## config.mk

```make
export PLATFORM = sky130hd
export DESIGN_NAME = bit_deserializer
export DESIGN_NICKNAME = d
export VERILOG_FILES = /design/src/rtl/n2t_pkg.sv /design/src/rtl/bit_deserializer_shift_in_reg.sv /design/src/rtl/bit_deserializer.sv
export SDC_FILE = /design/constraint.sdc
export NUM_CORES = 1
export LEC_CHECK = 0
export ABC_CLOCK_PERIOD_IN_PS = 5000
export CORE_MARGIN = 10
export CORE_UTILIZATION = 45
export DETAILED_ROUTE_END_ITERATION = 10
export PLACE_DENSITY = 0.7
export SYNTH_ARGS = -nofsm -noshare
export SYNTH_HDL_FRONTEND = slang
export SYNTH_HIERARCHICAL = 1
export SYNTH_SLANG_ARGS = --single-unit
export TNS_END_PERCENT = 1
```

## constraint.sdc

```tcl
create_clock -name clk -period 5 [get_ports clk]
set_input_delay 0.75 -clock clk [delete_from_list [all_inputs] [get_ports clk]]
set_output_delay 0.75 -clock clk [all_outputs]
set_load 0.02 [all_outputs]
```

## src/rtl/n2t_pkg.sv

```systemverilog
// Shared definitions for the nand2tetris-style datapath blocks.
// Holds the Hack word width and the bit_deserializer state encoding.
package n2t_pkg;

    localparam int WORD_W = 16;

    typedef enum logic [1:0] {
        COLLECT = 2'd0,
        PARITY  = 2'd1,
        FULL    = 2'd2
    } deser_state_t;

endpackage

```

## src/rtl/bit_deserializer_shift_in_reg.sv

```systemverilog
// Serial-in/parallel-out shift register with synchronous clear.
// o_shifted is the value the register takes on the next enabled edge.
module shift_in_reg #(
    parameter int WIDTH     = 16,
    parameter bit MSB_FIRST = 1'b1
) (
    input  logic             clk,
    input  logic             i_clr,
    input  logic             i_en,
    input  logic             i_bit,
    output logic [WIDTH-1:0] o_data,
    output logic [WIDTH-1:0] o_shifted
);

    logic [WIDTH-1:0] r_data;

    // MSB-first shifts left so the first bit ends in the top position.
    generate
        if (MSB_FIRST) begin : g_msb
            assign o_shifted = {r_data[WIDTH-2:0], i_bit};
        end else begin : g_lsb
            assign o_shifted = {i_bit, r_data[WIDTH-1:1]};
        end
    endgenerate

    always_ff @(posedge clk) begin
        if (i_clr) begin
            r_data <= '0;
        end else if (i_en) begin
            r_data <= o_shifted;
        end
    end

    assign o_data = r_data;

endmodule

```

## src/rtl/bit_deserializer.sv

```systemverilog
// Serial-to-parallel receiver with valid/ready on both sides and a one-word output slot.
// Define BIT_DESER_PARITY_EN to expect an even-parity bit after every word and flag errors on out_err.
module bit_deserializer
    import n2t_pkg::*;
#(
    parameter int WIDTH     = WORD_W,
    parameter bit MSB_FIRST = 1'b1
) (
    input  logic             clk,
    input  logic             rst_n,
    input  logic             in,
    input  logic             in_valid,
    output logic             in_ready,
    output logic [WIDTH-1:0] out,
    output logic             out_valid,
    input  logic             out_ready,
    output logic             out_err
);

    localparam int CNT_W = $clog2(WIDTH + 1);
    localparam logic [CNT_W-1:0] LAST_CNT = CNT_W'(WIDTH - 1);

    deser_state_t     r_state;
    logic [CNT_W-1:0] r_count;
    logic             r_in_ready;
    logic [WIDTH-1:0] r_out;
    logic             r_out_valid;
    logic             r_out_err;
    logic             r_err_pend;

    logic             w_clr;
    logic             w_accept;
    logic             w_pop;
    logic             w_slot_free;
    logic             w_last;
    logic             w_shift_en;
    logic [WIDTH-1:0] w_shift_q;
    logic [WIDTH-1:0] w_shifted;
    logic             w_complete;
    logic [WIDTH-1:0] w_word;
    logic             w_word_err;

    assign w_clr       = ~rst_n;
    assign w_accept    = in_valid & r_in_ready;
    assign w_pop       = r_out_valid & out_ready;
    assign w_slot_free = ~r_out_valid | out_ready;
    assign w_last      = (r_count == LAST_CNT);
    assign w_shift_en  = w_accept & (r_state == COLLECT);

    shift_in_reg #(
        .WIDTH     (WIDTH),
        .MSB_FIRST (MSB_FIRST)
    ) u_shift (
        .clk       (clk),
        .i_clr     (w_clr),
        .i_en      (w_shift_en),
        .i_bit     (in),
        .o_data    (w_shift_q),
        .o_shifted (w_shifted)
    );

    // A word completing in COLLECT is taken from the shifter's next value so it
    // can reach the output register on the same edge as its last bit.
    always_comb begin
        w_complete = 1'b0;
        w_word     = w_shift_q;
        w_word_err = 1'b0;
        case (r_state)
            COLLECT: begin
                w_word = w_shifted;
`ifndef BIT_DESER_PARITY_EN
                w_complete = w_accept & w_last;
`endif
            end
`ifdef BIT_DESER_PARITY_EN
            PARITY: begin
                w_complete = w_accept;
                w_word_err = (^w_shift_q) ^ in;
            end
`endif
            FULL: begin
                w_complete = 1'b1;
                w_word_err = r_err_pend;
            end
            default: ;
        endcase
    end

    always_ff @(posedge clk) begin
        if (!rst_n) begin
            r_state     <= COLLECT;
            r_count     <= '0;
            r_in_ready  <= 1'b1;
            r_out       <= '0;
            r_out_valid <= 1'b0;
            r_out_err   <= 1'b0;
            r_err_pend  <= 1'b0;
        end else begin
            if (w_pop) begin
                r_out_valid <= 1'b0;
            end
            if (w_complete) begin
                r_count <= '0;
                if (w_slot_free) begin
                    r_out       <= w_word;
                    r_out_valid <= 1'b1;
                    r_out_err   <= w_word_err;
                    r_state     <= COLLECT;
                    r_in_ready  <= 1'b1;
                end else begin
                    r_state     <= FULL;
                    r_in_ready  <= 1'b0;
                    r_err_pend  <= w_word_err;
                end
            end else if (w_shift_en) begin
`ifdef BIT_DESER_PARITY_EN
                if (w_last) begin
                    r_count <= '0;
                    r_state <= PARITY;
                end else begin
                    r_count <= r_count + 1'b1;
                end
`else
                r_count <= r_count + 1'b1;
`endif
            end
        end
    end

    assign in_ready  = r_in_ready;
    assign out       = r_out;
    assign out_valid = r_out_valid;
    assign out_err   = r_out_err;

endmodule
```

* After elaboration in Yosys (flattened, before gate mapping)
Cells that the tools add are included.
Word-level totals: input port bits 5, flip-flop bits (word level) 43, output and inout port bits 19, word-level logic and storage cells 31
Cells by class: reductions and logical operators 4, eq/ne operators 2, bitwise operators 8, add/sub/neg operators 1, mux-type cells 8
Operators by type and width (count):
- 2-to-1 mux 16 bit | 1
- adder 5 x 1 -> 5 bit (second input constant) | 1
- equality test 5 x 4 -> 1 bit (second input constant) | 1
- 2-to-1 mux 1 bit | 5
- bitwise AND 1 bit | 4
- AND reduction 2 bit | 2
- inverter 1 bit | 3
- equality test 2 bit (second input constant) | 1
- logical NOT 2 bit | 1
- 2-to-1 mux 2 bit | 1
- case mux 1 bit (2 select lines) | 1
- OR reduction 2 bit | 1
- OR 1 bit | 1

* Logic depth before layout (Yosys ltp)
depth after elaboration 4, mapped depth 8

* Cells and area by module
The synthesis kept the hierarchy.
Modules (own cells, without submodules):
- bit_deserializer | sequential area each 520.5 um2, instances 1, cells each 117, area each 1196.1 um2
- shift_in_reg | sequential area each 320.3 um2, instances 1, cells each 68, area each 700.7 um2

* Worst setup path after synthesis
No wires, ideal clock.
kind register -> register, start reg r_count[0], end reg r_out[4] (netlist: out[4]), arrival time 1700 ps, setup slack 3220 ps, stages on the path, launching flop included 9, library setup time 80 ps, clock period less this slack 1780 ps, buffers on the path 2, cell sequence dfxtp_1 -> ha_1 -> and3_1 -> ha_1 -> a31o_4 -> and2_4 -> buf_6 -> buf_6 -> a211oi_2
Between the ends: cells in the longest elaborated chain, start to end 4
Ends and longest elaborated chain:
- start: declaration | line bit_deserializer.sv:24 | logic [CNT_W-1:0] r_count;
- start signal: assignment | line bit_deserializer.sv:124 | r_count <= r_count + 1'b1;
- equality test 5 x 4 -> 1 bit | line bit_deserializer.sv:47 | assign w_last = (r_count == LAST_CNT);
- bitwise AND 1 bit | line bit_deserializer.sv:72 | w_complete = w_accept & w_last;
- case mux 1 bit (2 select lines) | line bit_deserializer.sv:68 | case (r_state)
- AND reduction 2 bit (no source line)
- end signal: assignment | line bit_deserializer.sv:105 | r_out <= w_word;
- end: declaration | line bit_deserializer.sv:26 | logic [WIDTH-1:0] r_out;
No other way between the ends. A chain may end at the register's enable or synchronous reset.

==> results_dict.tcl <==
set metrics [dict create \
    worst_r2r_endpoint "u_shift/o_data[5]" \
    num_vias 1289 \
    cp.arrival_ns 2.71 \
    drc 0 \
    postSynthCellCount 185 \
    synthMuxAreaShare 0.169 \
    synthArstFlopShare 0 \
    cp_max_fo 34 \
    synth.most_common_cell "dfxtp_1" \
    finalPower_w 0.000564 \
    pwr-share-clk 0.355 \
    whs_ns 0.465 \
    io_pins 24 \
    syn2layout_area_growth_pct 8.05 \
    final_antenna_net_count 0 \
    finalSetupTns_ns 0 \
    wl_met3_um 149 \
    clk_path_buf_depth 2 \
    post-place-ws_ns 2.20 \
    fmax_mhz 394 \
    h-tree-depth 2 \
    yosys_register_bits 42 \
    wl_met2_um 1760 \
    final-hold-violation-count 0 \
    path_class "in2reg" \
    start_kind "primary input" \
    antenna_cells 0 \
    grt_pass1_wl_um 6130 \
    cts_setup_buffers 0 \
    hp-start "out_err" \
    yosys_most_used_dff "dfxtp_1" \
    period_minus_slack_ns 2.54 \
    clock_skew_ns 0.00352 \
    intPower_w 0.000443 \
    power_frac_comb 0.042 \
    yosysWarnings 6 \
    rsz0062_at_grt "no" \
    synth_nets 192 \
    yosys.area_share.xor_xnor 0.00462 \
    avgSynthCellArea_um2 10.3 \
    highest_layer "met4" \
    grt_pass1_vias 1286 \
    clk_pin_slew_ns 0.07 \
    synth-edff-count 0 \
    grt_max_degree 35 \
    status "finished clean" \
    drv_slew 0 \
    vdd_drop_max_mv 0.0936 \
    wl_per_cell_um 15.1 \
    drtPass1Iterations 4 \
    die_area_mm2 0.00721 \
    leakage_nw 0.688 \
    p_per_area_mw_per_mm2 275 \
    relSlewSlack 0.257 \
    drt-met1-wl_um 1620 \
    power_switching_w 0.000121 \
    viasPerCell 5.44 \
    critPathCaptureType "flip-flop" \
    synth_top_cell_area_share 0.443 \
    r2r-start "r_state[1]" \
    finalSetupViolCount 0 \
    die_y_um 84.9 \
    cts_root_buffer "clkbuf_8" \
    core_mm2 0.00403 \
    hpwl_um 2480 \
    yosys.area_share.simple 0.0759 \
    synth_seq_area_share 0.443 \
    cts_tree "built" \
    holdBufCountCts 0 \
    switching_share 0.214 \
    reg2reg_depth 4 \
    synth_top_family_by_area "compound AO/OA/AOI/OAI gates" \
    yosysTopAreaCell "dfxtp_1" \
    reg2reg_slack_ns 2.66 \
    cts-resized-gates 0 \
    power_frac_seq 0.603 \
    setup_ws_ns 2.46 \
    synth_adder_area_share 0.0132 \
    placed_cell_area_mm2 0.00197 \
    wl_um 3580 \
    gp_congestion 0.716 \
    nets 194 \
    drive_gt1_frac 0.0856 \
    synth_area_mm2 0.00190 \
    cts_sinks 42 \
    min_to "out_err" \
    hold_depth 2 \
    track_usage 0.102 \
    grt_overflow 0 \
    ys_top_cells_by_area "dfxtp_1, mux2i_1, buf_4" \
    hp-class "reg2reg" \
    die_x_um 84.9 \
    row_count 23 \
    ys_types 30 \
    finalInstanceArea_mm2 0.00205 \
    worstPathRequired_ns 5.17 \
    io_buffers 23 \
    max-cap-violations 0 \
    worst_pin_slew_ns 1.11 \
    first_iter_violations 80 \
    cts_made_buffers 5 \
    synth_compound_area_frac 0.172 \
    clk_latency_ns 0.28 \
    period_share 0.508 \
    ys_top_cells_by_count "dfxtp_1, mux2i_1, a21oi_1, nor2_1, buf_4" \
    initial_core_util 0.471 \
    antenna_found_initial 0 \
]
## kinds of logic after synthesis
family	Yosys count
AOI/OAI and AO/OA	44
DFF	42
buffers and inverters	32
muxes	32
and+or+nand+nor	32
adders and majority gates	2
xor gates and xnor gates	1
## critical path: stages
cell and delay (ns):
clkdlybuf4s50_1 0.57, clkinv_1 0.83, nor3_1 0.49, a21oi_1 0.07
## layout by cell type (no fill, tap or decap)
cell             count
dfxtp_1             42
mux2i_1             32
clkdlybuf4s50_1     23
a21oi_1             21
nor2_1              19
a211oi_2             9
a211oi_1             8
clkbuf_8             5
nand2_1              4
inv_1                3
o21ai_0              2
or3_1                2
ha_1                 2
clkbuf_1             2
nand3b_1             1
and3_1               1
clkinv_1             1
nand2b_1             1
a31o_4               1
and2_4               1
a31oi_1              1
nor3_1               1
nand4_1              1
o21ai_1              1
o311a_1              1
nand3_1              1
xnor2_1              1
## worst max-delay path by stage
stage | startpoint | end | slack, ns | cells past startpoint
5_1_grt | rst_n | in_ready | 2.27 | 4
4_1_cts | rst_n | in_ready | 2.47 | 4
2_1_floorplan | r_count[0] | out[4] | 3.22 | 8
3_3_place_gp | rst_n | in_ready | 2.27 | 4
6_report | rst_n | in_ready | 2.46 | 4
3_5_place_dp | rst_n | in_ready | 2.20 | 4
## sequential cells by signal, summed over array words and instances, names as in the netlist
| register | cells |
|---|---|
| in_ready | 1 |
| out | 16 |
| out_err | 1 |
| out_valid | 1 |
| r_count | 5 |
| r_err_pend | 1 |
| r_state | 1 |
| u_shift/o_data | 16 |
## per-layer routing
layer  global-route usage  vias up
li1                     -      642
met1                0.110      627
met2                0.178       15
met4               0.0314        0
met5                    0        -
met3               0.0411        5
## per-stage QoR
step,util,std cells
after global placement,0.490,230
after global routing,0.509,237
after CTS,0.509,237
after detailed placement,0.490,230
final,0.509,237
after floorplan,-,185
## final cells by class
type | instances | area (µm²)
repair buffers | 23 | 230
fillers | 353 | 1980
clock buffers | 7 | 76.3
inverters | 4 | 15.0
multi-input cells | 111 | 825
flip-flops and latches | 42 | 841
well taps | 50 | 62.6
## power by group through the flow
stage	clock (W)	combinational, W	sequential, W
after floorplan	0	0.0000212	0.000347
after global placement	0	0.0000226	0.000348
after detailed placement	0	0.0000235	0.000348
after CTS	0.000203	0.0000235	0.000340
after global routing	0.000218	0.0000261	0.000341
final	0.000200	0.0000234	0.000340
No activity file was read; power rests on OpenSTA's default activity.
